[src/rtl/proj_pkg.sv]
// Shared types and constants for the MinHash datapath (k-mer buffer -> hasher).
// Optional feature macro used by the k-mer buffer: KMER_CANONICAL_EN.
package proj_pkg;

   // Geometry shared between proj_kmer_buffer and proj_hasher.
   localparam int KMER_BUFFER_HASHER_KMER_LEN  = 16;
   localparam int KMER_BUFFER_HASHER_BASE_BITS = 2;
   localparam int KMER_BUFFER_HASHER_DATA_BITS =
      KMER_BUFFER_HASHER_KMER_LEN * KMER_BUFFER_HASHER_BASE_BITS;
   localparam int KMER_BUFFER_CNT_BITS         = 32;

   typedef logic [KMER_BUFFER_HASHER_BASE_BITS-1:0] base_t;
   typedef logic [KMER_BUFFER_HASHER_DATA_BITS-1:0] kmer_t;

   // FILL: collecting the first KMER_LEN bases of a sequence.
   // STREAM: window full, every accepted base yields a k-mer.
   typedef enum logic [0:0] {
      KB_FILL   = 1'b0,
      KB_STREAM = 1'b1
   } kbuf_state_t;

   // Nucleotide codes. With 2-bit codes the complement is the bitwise inverse.
   localparam base_t BASE_A = base_t'(0);
   localparam base_t BASE_C = base_t'(1);
   localparam base_t BASE_G = base_t'(2);
   localparam base_t BASE_T = base_t'(3);

   // Watson-Crick complement of a 2-bit base code (A<->T, C<->G).
   function automatic base_t base_complement(input base_t b);
      return ~b;
   endfunction

endpackage

[src/rtl/proj_kmer_buffer_if.sv]
// Handshake bundle of the k-mer buffer: base input port, sequence control,
// k-mer output port and the hand-off counter.
//
// Handshake rule for both ports: a transfer happens on a rising edge where
// valid && ready are both high; the producer holds data stable while
// valid && !ready; ready may depend combinationally on the consumer's ready.
interface proj_kmer_buffer_if #(
   parameter int BASE_BITS = proj_pkg::KMER_BUFFER_HASHER_BASE_BITS,
   parameter int DATA_BITS = proj_pkg::KMER_BUFFER_HASHER_DATA_BITS,
   parameter int CNT_BITS  = proj_pkg::KMER_BUFFER_CNT_BITS
) ();

   logic                 in_valid;
   logic                 in_ready;
   logic [BASE_BITS-1:0] in_base;
   logic                 in_last;
   logic                 seq_clear;
   logic                 kmer_valid;
   logic                 kmer_ready;
   logic [DATA_BITS-1:0] kmer;
   logic                 kmer_last;
   logic [CNT_BITS-1:0]  kmer_cnt;

   // Buffer side.
   modport slave (
      input  in_valid, in_base, in_last, seq_clear, kmer_ready,
      output in_ready, kmer_valid, kmer, kmer_last, kmer_cnt
   );

   // Upstream/downstream side (base source and hasher).
   modport master (
      output in_valid, in_base, in_last, seq_clear, kmer_ready,
      input  in_ready, kmer_valid, kmer, kmer_last, kmer_cnt
   );

endinterface

[src/rtl/proj_kmer_window.sv]
// Sliding base window and fill counter of the k-mer buffer.
// win_nxt is the k-mer that results if the current base is shifted in now;
// the top module registers it when it emits.
// With KMER_CANONICAL_EN defined, a reverse-complement window runs alongside
// and win_nxt is the unsigned minimum of the two strands.
module proj_kmer_window #(
   parameter int KMER_LEN  = 16,
   parameter int BASE_BITS = 2,
   parameter int DATA_BITS = KMER_LEN * BASE_BITS,
   parameter int FILL_BITS = (KMER_LEN > 1) ? $clog2(KMER_LEN) : 1
) (
   input  logic                 clk,
   input  logic                 rst_n,
   input  logic                 clear,     // drop window and fill count
   input  logic                 shift,     // a base is accepted this cycle
   input  logic                 restart,   // accepted base ends the sequence
   input  logic                 fill_en,   // count accepted bases (FILL phase)
   input  logic [BASE_BITS-1:0] base,
   output logic [DATA_BITS-1:0] win_nxt,
   output logic                 fill_done  // this accept completes the window
);

   localparam int KEEP_BITS = DATA_BITS - BASE_BITS;

   // Only the newest KMER_LEN-1 bases are stored: the oldest base of a full
   // window is shifted out by the very accept that would need it, so it only
   // ever appears in the combinational k-mer.
   logic [KEEP_BITS-1:0] fwd_q, fwd_d;
   logic [DATA_BITS-1:0] fwd_shift;
   logic [FILL_BITS-1:0] fill_q, fill_d;

   assign fwd_shift = {fwd_q, base};
   assign fill_done = (fill_q == FILL_BITS'(KMER_LEN - 1));

   // Next forward window and fill count.
   always_comb begin
      fwd_d  = fwd_q;
      fill_d = fill_q;
      if (clear) begin
         fwd_d  = '0;
         fill_d = '0;
      end else if (shift) begin
         if (restart) begin
            fwd_d  = '0;
            fill_d = '0;
         end else begin
            fwd_d = fwd_shift[KEEP_BITS-1:0];
            if (fill_en) begin
               fill_d = fill_done ? '0 : fill_q + FILL_BITS'(1);
            end
         end
      end
   end

   // Forward window and fill count registers.
   always_ff @(posedge clk or negedge rst_n) begin
      if (!rst_n) begin
         fwd_q  <= '0;
         fill_q <= '0;
      end else begin
         fwd_q  <= fwd_d;
         fill_q <= fill_d;
      end
   end

`ifdef KMER_CANONICAL_EN
   if (BASE_BITS != 2) begin : g_base_bits_check
      $error("proj_kmer_window: canonical k-mers need BASE_BITS == 2");
   end

   // The reverse complement grows from the MSB end: the newest base,
   // complemented, becomes the oldest base of the opposite strand. As with
   // the forward window, the base that would fall off the LSB end is not kept.
   logic [KEEP_BITS-1:0] rc_q, rc_d;
   logic [DATA_BITS-1:0] rc_shift;

   assign rc_shift = {~base, rc_q};

   // Next reverse-complement window and canonical selection.
   always_comb begin
      rc_d = rc_q;
      if (clear) begin
         rc_d = '0;
      end else if (shift) begin
         rc_d = restart ? '0 : rc_shift[DATA_BITS-1:BASE_BITS];
      end
      win_nxt = (rc_shift < fwd_shift) ? rc_shift : fwd_shift;
   end

   // Reverse-complement window register.
   always_ff @(posedge clk or negedge rst_n) begin
      if (!rst_n) begin
         rc_q <= '0;
      end else begin
         rc_q <= rc_d;
      end
   end
`else
   assign win_nxt = fwd_shift;
`endif

endmodule

[src/rtl/proj_kmer_buffer.sv]
// Streaming k-mer producer ahead of proj_hasher. Accepts one base per
// handshake, keeps a KMER_LEN sliding window (proj_kmer_window) and, once the
// window is full, emits every complete k-mer through a one-deep output
// register. Oldest base sits in the k-mer MSBs.
// Optional feature macro: KMER_CANONICAL_EN (emit min(forward, reverse
// complement) instead of the forward k-mer).
module proj_kmer_buffer
   import proj_pkg::*;
#(
   parameter int KMER_LEN  = proj_pkg::KMER_BUFFER_HASHER_KMER_LEN,
   parameter int BASE_BITS = proj_pkg::KMER_BUFFER_HASHER_BASE_BITS,
   parameter int CNT_BITS  = proj_pkg::KMER_BUFFER_CNT_BITS
) (
   input  logic                clk,
   input  logic                rst_n,
   proj_kmer_buffer_if.slave   bus,
   output kbuf_state_t         dbg_state
);

   localparam int DATA_BITS = KMER_LEN * BASE_BITS;

   kbuf_state_t          state_q, state_d;
   logic [DATA_BITS-1:0] kmer_q, kmer_d;
   logic                 kmer_valid_q, kmer_valid_d;
   logic                 kmer_last_q, kmer_last_d;
   logic [CNT_BITS-1:0]  kmer_cnt_q, kmer_cnt_d;

   logic                 in_ready;
   logic                 accept;
   logic                 take;
   logic                 emit;
   logic                 fill_done;
   logic [DATA_BITS-1:0] win_nxt;

   // The output register frees up in the same cycle it is taken, so a new
   // base can be accepted every cycle while downstream keeps ready high.
   assign in_ready = !bus.seq_clear && (!kmer_valid_q || bus.kmer_ready);
   assign accept   = bus.in_valid && in_ready;
   assign take     = kmer_valid_q && bus.kmer_ready;
   assign emit     = accept && ((state_q == KB_STREAM) || fill_done);

   proj_kmer_window #(
      .KMER_LEN  (KMER_LEN),
      .BASE_BITS (BASE_BITS),
      .DATA_BITS (DATA_BITS)
   ) u_window (
      .clk       (clk),
      .rst_n     (rst_n),
      .clear     (bus.seq_clear),
      .shift     (accept),
      .restart   (bus.in_last),
      .fill_en   (state_q == KB_FILL),
      .base      (bus.in_base),
      .win_nxt   (win_nxt),
      .fill_done (fill_done)
   );

   // Sequence FSM: FILL until the window holds KMER_LEN bases, then STREAM
   // until the sequence ends or is aborted.
   always_comb begin
      state_d = state_q;
      if (bus.seq_clear) begin
         state_d = KB_FILL;
      end else if (accept) begin
         if (bus.in_last) begin
            state_d = KB_FILL;
         end else if ((state_q == KB_FILL) && fill_done) begin
            state_d = KB_STREAM;
         end
      end
   end

   // Output register: load on emit, drop on a take without a replacement,
   // hold otherwise; an abort discards any pending k-mer.
   always_comb begin
      kmer_d       = kmer_q;
      kmer_valid_d = kmer_valid_q;
      kmer_last_d  = kmer_last_q;
      kmer_cnt_d   = kmer_cnt_q + {{(CNT_BITS-1){1'b0}}, take};
      if (bus.seq_clear) begin
         kmer_valid_d = 1'b0;
         kmer_last_d  = 1'b0;
      end else if (emit) begin
         kmer_d       = win_nxt;
         kmer_valid_d = 1'b1;
         kmer_last_d  = bus.in_last;
      end else if (take) begin
         kmer_valid_d = 1'b0;
      end
   end

   // State and output registers.
   always_ff @(posedge clk or negedge rst_n) begin
      if (!rst_n) begin
         state_q      <= KB_FILL;
         kmer_q       <= '0;
         kmer_valid_q <= 1'b0;
         kmer_last_q  <= 1'b0;
         kmer_cnt_q   <= '0;
      end else begin
         state_q      <= state_d;
         kmer_q       <= kmer_d;
         kmer_valid_q <= kmer_valid_d;
         kmer_last_q  <= kmer_last_d;
         kmer_cnt_q   <= kmer_cnt_d;
      end
   end

   assign bus.in_ready   = in_ready;
   assign bus.kmer_valid = kmer_valid_q;
   assign bus.kmer       = kmer_q;
   assign bus.kmer_last  = kmer_last_q;
   assign bus.kmer_cnt   = kmer_cnt_q;
   assign dbg_state      = state_q;

endmodule

[src/flat_wrapper.sv]
// flat-port wrapper written by rule: the top's interface ports become plain ports
module proj_kmer_buffer_flat import proj_pkg::*;
#(
   parameter int KMER_LEN  = proj_pkg::KMER_BUFFER_HASHER_KMER_LEN,
   parameter int BASE_BITS = proj_pkg::KMER_BUFFER_HASHER_BASE_BITS,
   parameter int CNT_BITS  = proj_pkg::KMER_BUFFER_CNT_BITS
)
  (clk, rst_n, dbg_state, bus_in_valid, bus_in_base, bus_in_last, bus_seq_clear, bus_kmer_ready, bus_in_ready, bus_kmer_valid, bus_kmer, bus_kmer_last, bus_kmer_cnt);
  proj_kmer_buffer_if #(.BASE_BITS(BASE_BITS), .CNT_BITS(CNT_BITS)) bus_i ();
  input  logic clk;
  input  logic rst_n;
  output kbuf_state_t dbg_state;
  input wire logic [$bits(bus_i.in_valid)-1:0] bus_in_valid;
  input wire logic [$bits(bus_i.in_base)-1:0] bus_in_base;
  input wire logic [$bits(bus_i.in_last)-1:0] bus_in_last;
  input wire logic [$bits(bus_i.seq_clear)-1:0] bus_seq_clear;
  input wire logic [$bits(bus_i.kmer_ready)-1:0] bus_kmer_ready;
  output wire logic [$bits(bus_i.in_ready)-1:0] bus_in_ready;
  output wire logic [$bits(bus_i.kmer_valid)-1:0] bus_kmer_valid;
  output wire logic [$bits(bus_i.kmer)-1:0] bus_kmer;
  output wire logic [$bits(bus_i.kmer_last)-1:0] bus_kmer_last;
  output wire logic [$bits(bus_i.kmer_cnt)-1:0] bus_kmer_cnt;
  assign bus_i.in_valid = bus_in_valid;
  assign bus_i.in_base = bus_in_base;
  assign bus_i.in_last = bus_in_last;
  assign bus_i.seq_clear = bus_seq_clear;
  assign bus_i.kmer_ready = bus_kmer_ready;
  assign bus_in_ready = bus_i.in_ready;
  assign bus_kmer_valid = bus_i.kmer_valid;
  assign bus_kmer = bus_i.kmer;
  assign bus_kmer_last = bus_i.kmer_last;
  assign bus_kmer_cnt = bus_i.kmer_cnt;
  proj_kmer_buffer #(.KMER_LEN(KMER_LEN), .BASE_BITS(BASE_BITS), .CNT_BITS(CNT_BITS)) u_core (.clk(clk), .rst_n(rst_n), .bus(bus_i), .dbg_state(dbg_state));
endmodule
[config.mk]
export PLATFORM = sky130hd
export DESIGN_NAME = proj_kmer_buffer_flat
export DESIGN_NICKNAME = d
export VERILOG_FILES = /design/src/rtl/proj_pkg.sv /design/src/rtl/proj_kmer_buffer_if.sv /design/src/rtl/proj_kmer_window.sv /design/src/rtl/proj_kmer_buffer.sv /design/src/flat_wrapper.sv
export SDC_FILE = /design/constraint.sdc
export NUM_CORES = 1
export LEC_CHECK = 0
export ABC_CLOCK_PERIOD_IN_PS = 2490
export CORE_MARGIN = 8
export CORE_UTILIZATION = 25
export CTS_BUF_LIST = sky130_fd_sc_hd__clkbuf_8 sky130_fd_sc_hd__clkbuf_16
export DETAILED_ROUTE_END_ITERATION = 8
export PLACE_DENSITY = 0.47
export SYNTH_ARGS = -nofsm -noshare
export SYNTH_HDL_FRONTEND = slang
export SYNTH_SLANG_ARGS = --single-unit
[constraint.sdc]
create_clock -name clk -period 2.49 [get_ports clk]
set_input_delay 0.249 -clock clk [delete_from_list [all_inputs] [get_ports clk]]
set_output_delay 0.249 -clock clk [all_outputs]
set_load 0.02 [all_outputs]
==> report_table.html <==
<table>
<tr><th>Metric</th><th>Value</th></tr>
<tr><th colspan="2">CTS</th></tr>
<tr><td>Clock insertion delay at the later pin of the skew report</td><td>0.35 ns</td></tr>
<tr><td>Clk Tree Root Cell</td><td>clkbuf_16</td></tr>
<tr><td>Sink count of the clock tree</td><td>101</td></tr>
<tr><td>Hold-fix buffers, CTS</td><td>1</td></tr>
<tr><td>Number of buffers added for setup after CTS</td><td>0</td></tr>
<tr><td>Largest buffer count on any clock path</td><td>2</td></tr>
<tr><td>TritonCTS clock tree</td><td>built</td></tr>
<tr><td>Number of buffers created by CTS</td><td>9</td></tr>
<tr><td>Number of levels the H-tree was split into</td><td>3</td></tr>
<tr><td>Count of instances resized after the clock tree is built</td><td>0</td></tr>
<tr><td>Reg clk slew, reported paths</td><td>~0.080 ns</td></tr>
<tr><th colspan="2">Detailed routing</th></tr>
<tr><td>Number of nets still failing antenna checks after routing</td><td>0</td></tr>
<tr><td>Number of detailed-route iterations in the first pass</td><td>3</td></tr>
<tr><td>DR iter-0 viols</td><td>roughly 120</td></tr>
<tr><td>Total length of routed wires</td><td>9.94 mm</td></tr>
<tr><td>Count of vias placed by the detailed router</td><td>2709</td></tr>
<tr><td>Vias per std cell</td><td>between 4 and 5</td></tr>
<tr><td>Wirelength per Cell</td><td>~16 um</td></tr>
<tr><td>DRC errors left</td><td>0</td></tr>
<tr><th colspan="2">Timing</th></tr>
<tr><td>RSZ-0062 raised after global routing</td><td>false</td></tr>
<tr><td>Final setup skew</td><td>0.00684 ns</td></tr>
<tr><td>Setup WS post-layout</td><td>0.454 ns</td></tr>
<tr><td>Setup TNS</td><td>0 ns</td></tr>
<tr><td>Endpoints failing hold</td><td>0</td></tr>
<tr><td>Worst slew margin relative to its limit</td><td>between 60 and 70%</td></tr>
<tr><td>Max Clock Freq</td><td>491 MHz</td></tr>
<tr><td>Slew at the pin closest to its max-slew limit</td><td>0.488 ns</td></tr>
<tr><td>Share of the clock period used by the worst path after layout</td><td>81.8%</td></tr>
<tr><td>Minimum period implied by the final worst setup slack</td><td>approximately 2.0 ns</td></tr>
<tr><td>Final setup violation count</td><td>0</td></tr>
<tr><td>Slew Limit Fails</td><td>0</td></tr>
<tr><th colspan="2">Synthesis</th></tr>
<tr><td>Average instance area after synthesis</td><td>roughly 13 um^2</td></tr>
<tr><td>Register bit total from synthesis</td><td>101</td></tr>
<tr><td>Total of warnings raised by yosys</td><td>0</td></tr>
<tr><td>Sequential fraction of the synthesis area</td><td>61.0%</td></tr>
<tr><td>Syn_nets</td><td>320</td></tr>
<tr><td>Distinct cells, synth</td><td>38</td></tr>
<tr><td>Post-synthesis cell count</td><td>approximately 310</td></tr>
<tr><td>Area of the mapped netlist</td><td>4150 um^2</td></tr>
<tr><th colspan="2">Min path</th></tr>
<tr><td>Worst hold path class</td><td>in2async</td></tr>
<tr><th colspan="2">Placement</th></tr>
<tr><td>Worst slack, placed</td><td>0.214 ns</td></tr>
<tr><td>Port-buffer cells</td><td>75</td></tr>
<tr><td>Dpl hpwl</td><td>6.75 mm</td></tr>
<tr><td>Number of placed cells counting well taps</td><td>596</td></tr>
<tr><td>Placed standard-cell area</td><td>5170 um^2</td></tr>
<tr><td>Final weighted congestion in routability-driven placement</td><td>0.761</td></tr>
<tr><th colspan="2">Critical path</th></tr>
<tr><td>Startpoint kind of the worst setup timing path</td><td>register</td></tr>
<tr><td>Arrival time at the worst endpoint</td><td>~1.8 ns</td></tr>
<tr><td>Largest fanout on the critical path</td><td>4</td></tr>
<tr><td>Worst Setup Path Type</td><td>reg2out</td></tr>
<tr><td>Data required, critical path</td><td>2.24 ns</td></tr>
<tr><td>Capturing element type of the critical path</td><td>output pin</td></tr>
<tr><td>Slowest cell on the critical path</td><td>clkdlybuf4s50_1</td></tr>
<tr><td>Delay contributed by the slowest stage of the critical path</td><td>~0.56 ns</td></tr>
<tr><td>CP cell instances</td><td>nor2b_1 &gt; nor2_1 &gt; clkdlybuf4s50_1</td></tr>
<tr><th colspan="2">Layout</th></tr>
<tr><td>Non-filler instance count after layout</td><td>approximately 610</td></tr>
<tr><td>Final design area excluding fillers</td><td>5490 um^2</td></tr>
<tr><td>Count of inserted antenna diode cells</td><td>0</td></tr>
<tr><td>Area of the multi-input gates</td><td>approximately 1500 um^2</td></tr>
<tr><td>Sequential cell area</td><td>2530 um^2</td></tr>
<tr><td>Syn-to-layout area delta</td><td>32.4%</td></tr>
<tr><td>Layout cell share with drive strength beyond 1</td><td>15.0%</td></tr>
<tr><td>Net count, final</td><td>400</td></tr>
<tr><td>Final-layout fill cell count</td><td>approximately 1600</td></tr>
<tr><th colspan="2">Power</th></tr>
<tr><td>Design Power</td><td>3230 uW</td></tr>
<tr><td>Static power due to leakage</td><td>0.00256 uW</td></tr>
<tr><td>Worst voltage drop across the vdd grid</td><td>421 uV</td></tr>
<tr><td>Cell Pwr Density</td><td>587 nW/um^2</td></tr>
<tr><th colspan="2">Die</th></tr>
<tr><td>Die outline height</td><td>145 um</td></tr>
<tr><td>Die ar.</td><td>21000 um^2</td></tr>
<tr><td>Die outline width</td><td>about 140 um</td></tr>
<tr><td>Core Rows</td><td>47</td></tr>
<tr><td>Boundary pin count</td><td>76</td></tr>
<tr><td>Initial cell density of the core</td><td>25.3%</td></tr>
<tr><td>Placeable core area</td><td>16400 um^2</td></tr>
<tr><th colspan="2">GRT</th></tr>
<tr><td>Vias in the first global route</td><td>~2900</td></tr>
<tr><td>Initial antenna violation count</td><td>1</td></tr>
<tr><td>Remaining global-route overflow</td><td>0</td></tr>
<tr><td>Wire length of the first global-routing pass</td><td>~16 mm</td></tr>
<tr><td>Maximum number of pins on one net before global-route repair</td><td>between 40 and 50</td></tr>
<tr><td>Total GRT Usage</td><td>10.0%</td></tr>
<tr><th colspan="2">Job</th></tr>
<tr><td>Reported max-cap violation count</td><td>0</td></tr>
<tr><th colspan="2">Run status</th></tr>
<tr><td>Status</td><td>finished clean</td></tr>
</table>
==> cells by family (layout without fill, tap and decap cells) <==
family          after synthesis  in the layout  synth area share [%]
compound gates               39             39                  7.82
xor+xnor                     30             30                  6.34
fa+ha+maj                     4              4                  1.21
buf+inv                      19            104                  2.56
flops                       101            101                  61.0
mux                          35             35                  9.41
simple gates                 80             80                  11.7
==> routing by layer <==
metal	GRT usage (%)	part of all wire, %
met1	11.9	45
met2	15.9	46
met3	4.92	8.4
met4	2.46	0.92
met5	0	0.091
==> area by class of cell <==
| type | count | share of cell area [%] |
|---|---|---|
| sequential | 101 | 46.0 |
| multi-input combinational | 188 | 27.6 |
| timing repair buffer | 82 | 15.3 |
| tap | 220 | 5.01 |
| clock buffer | 10 | 4.35 |
| clock inverter | 6 | 1.25 |
| inverter | 6 | 0.410 |
==> sequential cells by signal, summed over array words and instances (netlist names) <==
| signal | count |
|---|---|
| u_core.u_window.fwd_q | 30 |
| u_core.u_window.fill_q | 4 |
| u_core.bus.kmer_last | 1 |
| u_core.bus.kmer_valid | 1 |
| u_core.bus.kmer_cnt | 32 |
| u_core.dbg_state | 1 |
| u_core.bus.kmer | 32 |
==> stage by stage <==
step / hold slack [ns] / util, %
after global placement: 0.242 / 31.5
after detailed placement: 0.242 / 31.5
after CTS: 0.417 / 33.5
final: 0.411 / 33.5
after floorplan: -0.0466 / -
after global routing: 0.434 / 33.5
==> where the power goes <==
part           total [uW]  internal [uW]  leakage, uW  switching, uW
registers            1660           1650      0.00140           7.47
clock network        1460            817     0.000155            642
logic                 111           38.1      0.00100           73.0
total                3230           2500      0.00256            722
==> synthesized netlist by cell type, drive strengths merged <==
cell,n,share of area [%]
dfrtp,101,61
mux2,32,8.7
a22o,30,6.3
xor2,20,4.2
nand2,13,1.2
nand3,13,1.6
nor4,12,1.8
xnor2,10,2.1
nand4,9,2.1
nor2,9,0.88
buf,8,1.6
and3,7,1.1
inv,6,0.54
clkbuf,5,0.45
nor3,5,0.60
and2,4,0.60
ha,4,1.2
and4,3,0.72
mux2i,3,0.72
a21oi,2,0.24
a211oi,1,0.18
a31oi,1,0.15
nand2b,1,0.15
nor2b,1,0.15
nor3b,1,0.18
nor4b,1,0.57
o211ai,1,0.18
o21ai,1,0.12
o21bai,1,0.18
o22a,1,0.21
o2bb2ai,1,0.21
or3,1,0.15
==> critical path: cells and delay by family, from the launching register on <==
family                 cells  cell delay, ns
buffers and inverters      1            0.56
and+or+nand+nor            2            0.47
DFF                        1            0.41
==> cells in the final DEF (no fill, tap or decap), types with 2 or more instances in the layout <==
cell type	instances
dfrtp_1	101
clkdlybuf4s50_1	74
a22o_1	30
mux2_2	30
xor2_1	20
nand3_1	13
nand2_1	13
nor4_1	12
xnor2_1	10
clkbuf_16	9
nor2_1	8
and3_1	7
nand4_1	7
inv_1	7
nor3_1	5
and2_1	4
ha_1	4
buf_4	4
mux2i_1	3
inv_6	3
buf_12	3
nand4_4	2
mux2_1	2
==> path summary, 6_finish.rpt <==
check                                       from                  endpoint  slack [ns]  cells past startpoint
max                        u_core.bus.kmer_valid              bus_in_ready        0.45                      3
min                                        rst_n  u_core.u_window.fwd_q[9]        0.41                      2
max reg2reg                u_core.bus.kmer_valid   u_core.bus.kmer_cnt[16]        0.52                      7
min reg2reg                   u_core.bus.kmer[7]        u_core.bus.kmer[7]        0.50                      1
max in group asynchronous                  rst_n       u_core.bus.kmer[20]        1.36                      3
min in group clk              u_core.bus.kmer[7]        u_core.bus.kmer[7]        0.50                      1
Note: power is estimated with default switching activity, not from simulation.
==> edit 1, RTL diff (config.mk and constraints unchanged) <==
Change the package constant `KMER_BUFFER_HASHER_KMER_LEN` from 16 to 32.
--- a/src/rtl/proj_pkg.sv
+++ b/src/rtl/proj_pkg.sv
@@ -3,7 +3,7 @@
 package proj_pkg;
 
    // Geometry shared between proj_kmer_buffer and proj_hasher.
-   localparam int KMER_BUFFER_HASHER_KMER_LEN  = 16;
+   localparam int KMER_BUFFER_HASHER_KMER_LEN  = 32;
    localparam int KMER_BUFFER_HASHER_BASE_BITS = 2;
    localparam int KMER_BUFFER_HASHER_DATA_BITS =
       KMER_BUFFER_HASHER_KMER_LEN * KMER_BUFFER_HASHER_BASE_BITS;
Ports: changed (resized bus_kmer); port bits go from 76 to 108. No check against the original RTL was run, so the function may have changed too.
==> edit 1 against the original RTL <==
Routed wire length rose by 49%. Non-clock buffer count is 41 higher. Design area rose by 59%. Combinational power grew 17%. Utilization hardly changed. Total power grew 68%. Sequential cell count rose by 65. Area after synthesis increased by 59%. Setup slack got worse by 0.27 ns.
==> edit 1: results (changes against the original RTL) <==
- Buffers excl. clock: 123 (+50%)
- Final weighted congestion of routability-driven global placement: 0.699 (-8.0%)
- Number of port buffers: 107 (+43%)
- Inverters, non-clock: 3 (-3)
- Seq group: 2.70 mW (+63%)
- Library cell used as clock root buffer: clkbuf_16
- Layout multi-input combinational cell count: 248 (+32%)
- Crit path DAT: 2.61 ns (+0.82 ns)
- Post-Route M1 WL: 7.59 mm (+70%)
- NonClk Buf Share: 0.143 (-0.0101)
- Share of layout cells above drive strength 1: 0.213 (+0.0632)
- Met1 track demand over resource in global routing: 0.139 (+0.0203)
- Critical register-to-register path startpoint: u_core.u_window.fill_q[0]
- Dominant delay contributor by cell family on the critical path: simple AND/OR/NAND/NOR gates
- Largest net degree at the start of global routing: 100 (+120%)
- Half-perimeter wire length of the detailed placement result: 9.79 mm (+45%)
- Ranking of synthesized cells by instance count: 166 x dfrtp_1, 67 x a22o_1, 38 x mux2_4
- Initial DRC count: 179 (+50%)
- Synthesized Nets: 451 (+41%)
- Sw frac: 0.230 (+0.00553)
- Crit share post-route: 0.926 (+0.108)
- Highest signal layer in the routed design: met4
- Outcome: finished clean
- Clock tree cell share of total cell area: 0.0657 (+0.00964)
- Peak supply drop: 0.385 mV (-8.5%)
- Pre-CTS setup slack: 0.0908 ns (-0.123 ns)
- Reported combinational group power: 0.130 mW (+17%)
- Met3 Use GR: 0.0330 (-0.0162)
- Worst clock skew: 0.00731 ns (+0.000476 ns)
- Initial antenna violation count: 0 (-1)
- Clock latency on the worst-skew pair: 0.42 ns (+0.07 ns)
- Global routing met2 resource utilization: 0.130 (-0.0284)
- Leakage power: 3.92 nW (+54%)
- Highest-delay cell along the critical path: dfrtp_1
- Total CTS buffers: 17 (+8)
- Leading post-synthesis cells by cell area: dfrtp_1 63%, a22o_1 8.9%, mux2_4 8.7%
- Worst setup endpoint: u_core.bus.kmer[52]
- DRT Pass-1 Iters: 4 (+1)
- Level count of the clock H-tree: 4 (+1)
- Worst slew pin tran: 0.719 ns (+0.231 ns)
- Total detailed-routing wirelength: 14.8 mm (+49%)
- Number of clock buffer instances in the layout: 19 (+9)
- Fin nets: 572 (+43%)
- Critical-path maximum fanout: 17 (+13)
- Vias after detailed routing: 4039 (+49%)
- Fillers: 2576 (+58%)
- Wire length of the first global-routing pass: 24.2 mm (+51%)
- Biggest cell delay along the critical path: 0.43 ns (-0.13 ns)
- Length of routed met3 wiring: 988 µm (+18%)
- Register area: 0.00415 mm² (+64%)
- Sequential fraction of the synthesis area: 0.631 (+0.0214)
- Number of sequential cells in the layout: 166 (+64%)
- Netlist cell types: 41 (+7.9%)
- Worst reg-to-reg setup slack: 0.18 ns (-0.34 ns)
==> edit 1: through the flow <==
step / cell area [µm²] / std cells / power (mW) / hold slack (ns)
after CTS: 8700 / 907 / 5.52 / 0.394
after floorplan: 6580 / 438 / 2.79 / -0.0466
after detailed placement: 8120 / 874 / 2.89 / 0.281
final: 8700 / 907 / 5.42 / 0.388
after global placement: 8120 / 874 / 2.89 / 0.274
after global routing: 8700 / 907 / 5.66 / 0.401
==> edit 1: logic make-up (layout without fill, tap and decap cells) <==
logic type                 Yosys count  count (layout)  share of synthesized area
adders and majority gates            5               5                    0.00950
and+or+nand+nor                     72              72                     0.0652
DFF                                166             166                      0.631
muxes                               65              65                      0.133
buffers and inverters               24             158                     0.0215
xor gates and xnor gates            30              30                     0.0411
AOI/OAI and AO/OA                   76              76                     0.0992
==> edit 1: what timing repair did <==
action | 4_1_cts | 5_1_grt
setup buffers | 0 | 0
gates resized for setup | 0 | 0
hold buffers | 1 | 0
endpoints found under the hold margin | 166 | 0
==> edit 2, RTL diff (config.mk and constraints unchanged) <==
Without the edit above. Put one more register stage on the output `dbg_state`. The value now appears one clock later. The other outputs are not delayed to match.
--- a/src/rtl/proj_kmer_buffer.sv
+++ b/src/rtl/proj_kmer_buffer.sv
@@ -111,7 +111,9 @@
    assign bus.kmer       = kmer_q;
    assign bus.kmer_last  = kmer_last_q;
    assign bus.kmer_cnt   = kmer_cnt_q;
-   assign dbg_state      = state_q;
+   always_ff @(posedge clk) begin
+      dbg_state <= state_q;
+   end
 
 endmodule
 
Behaviour: no difference found for any inputs over 10 cycles, from zero or initial values and one cycle with rst_n low; that may be too few to reach the edited logic, so the function may still have changed.
==> edit 2 against the original RTL <==
Design area decreased by 0.21%. Sequential cell count is 1 higher. Global-route usage shrank 0.53 points. Critical endpoint unchanged. Routed wire length shrank 1.9%. Setup slack improved by 0.014 ns. Maximum frequency increased by 0.69%. Worst hold slack better by 0.047 ns. Total power shrank 3.6%. Utilization fell by 0.19 points. Synthesized cell count increased by 0.32%. Critical path depth is the same. Non-clock buffer count unchanged. Highest routed layer unchanged. Area after synthesis grew 0.48%.
==> edit 2: results (changes against the original RTL) <==
- Global routing met2 resource utilization: 0.140 (-0.0191)
- Met2 wire length: 4.29 mm (-5.4%)
- WHS Endpoint: u_core.dbg_state
- Fin nets: 401 (+0.25%)
- Sequential fraction of the synthesis area: 0.611 (+0.00188)
- Dominant delay contributor by cell family on the critical path: buffers and inverters
- Length of routed met3 wiring: 806 µm (-3.7%)
- Leakage power: 2.55 nW (-0.35%)
- Fraction of the mapped netlist area in compound gates: 0.0778 (-0.000376)
- Total CTS buffers: 9 (unchanged)
- Minimum hold slack: 0.458 ns (+0.0468 ns)
- Total detailed-routing wirelength: 9.75 mm (-1.9%)
- Clock slew seen by the registers of the worst setup and hold paths: 0.07 ns
- Portion of netlist area occupied by mux cells: 0.0937 (-0.000452)
- Crit path DAT: 1.77 ns (-0.02 ns)
- Initial DRC count: 127 (+6.7%)
- Final weighted congestion of routability-driven global placement: 0.772 (+1.6%)
- GR Util All Layers: 0.0948 (-0.00531)
- Leading post-synthesis cells by cell area: dfrtp_1 61%, mux2_2 8.1%, a22o_1 6.3%
- Netlist cell types: 39 (+2.6%)
- Net load switching power: 0.725 mW (+0.38%)
- Gate count of the mapped netlist: 309 (+0.32%)
- Critical-path maximum fanout: 4 (unchanged)
- Post-synthesis share of cell area spent on full adders, half adders and majority gates: 0.0120 (-0.0000580)
- Largest net degree at the start of global routing: 50 (+11%)
- Class of the worst hold path: flop to flop
- Post-DP Area: 0.00519 mm² (+0.39%)
- Routed wirelength normalized by instance count: 15.9 µm (-2.1%)
- Clock latency on the worst-skew pair: 0.35 ns (about the same)
- DRT Pass-1 Iters: 4 (+1)
- Slew margin rel.: 0.580 (-0.0929)
- Met1 track demand over resource in global routing: 0.118 (-0.000867)
- Share of layout cells above drive strength 1: 0.150 (-0.000381)
- Library cell used as clock root buffer: clkbuf_16
- Met3 Use GR: 0.0525 (+0.00334)
- Average via count per standard cell: 4.43 (+0.32%)
- Outcome: finished clean
- Half-perimeter wire length of the detailed placement result: 6.72 mm (-0.49%)
- Peak supply drop: 0.393 mV (-6.8%)
- Number of global-route vias before repair: 2839 (-1.1%)
- Pre-CTS setup slack: 0.181 ns (-0.0330 ns)
- Share of flip-flops with an asynchronous set or reset after synthesis: 0.990 (-0.00980)
- Initial antenna violation count: 1 (unchanged)
- Placed instance count: 597 (+0.17%)
- CP Data Required Time: 2.24 ns (about the same)
- Xor/xnor cell area share of the yosys netlist: 0.0631 (-0.000304)
- Post-Route M1 WL: 4.57 mm (+2.3%)
- Synthesized Nets: 321 (+0.31%)
- Number of buffers between clock root and the deepest sink: 2 (unchanged)
- Worst clock skew: 0.00759 ns (+0.000752 ns)
- Wire length of the first global-routing pass: 16.0 mm (-0.26%)
- FF-to-FF path depth: 7 (unchanged)
==> edit 2: cell count changes in the layout (fill, tap and decap cells not counted) <==
cell | before | now
clkinv_4 | 1 | 3
inv_6 | 3 | 1
bufinv_16 | 1 | 0
clkbuf_8 | 1 | 0
clkinv_2 | 0 | 1
clkinvlp_4 | 0 | 1
dfxtp_1 | 0 | 1
==> edit 2: final cells by class <==
cell class	count	area (µm²)
Clock inverter	7	51.3
Timing Repair Buffer	82	841
Sequential cell	102	2550
Fill cell	1641	11000
Clock buffer	9	225
Tap cell	220	275
Multi-Input combinational cell	188	1520
Inverter	6	22.5
==> edit 2: power by group through the flow <==
stage | Sequential [mW] | Combinational (mW) | Clock (mW)
6_report | 1.67 | 0.112 | 1.33
5_1_grt | 1.67 | 0.126 | 1.46
4_1_cts | 1.67 | 0.118 | 1.38
3_5_place_dp | 1.70 | 0.116 | 0
3_3_place_gp | 1.70 | 0.114 | 0
2_1_floorplan | 1.71 | 0.0298 | 0
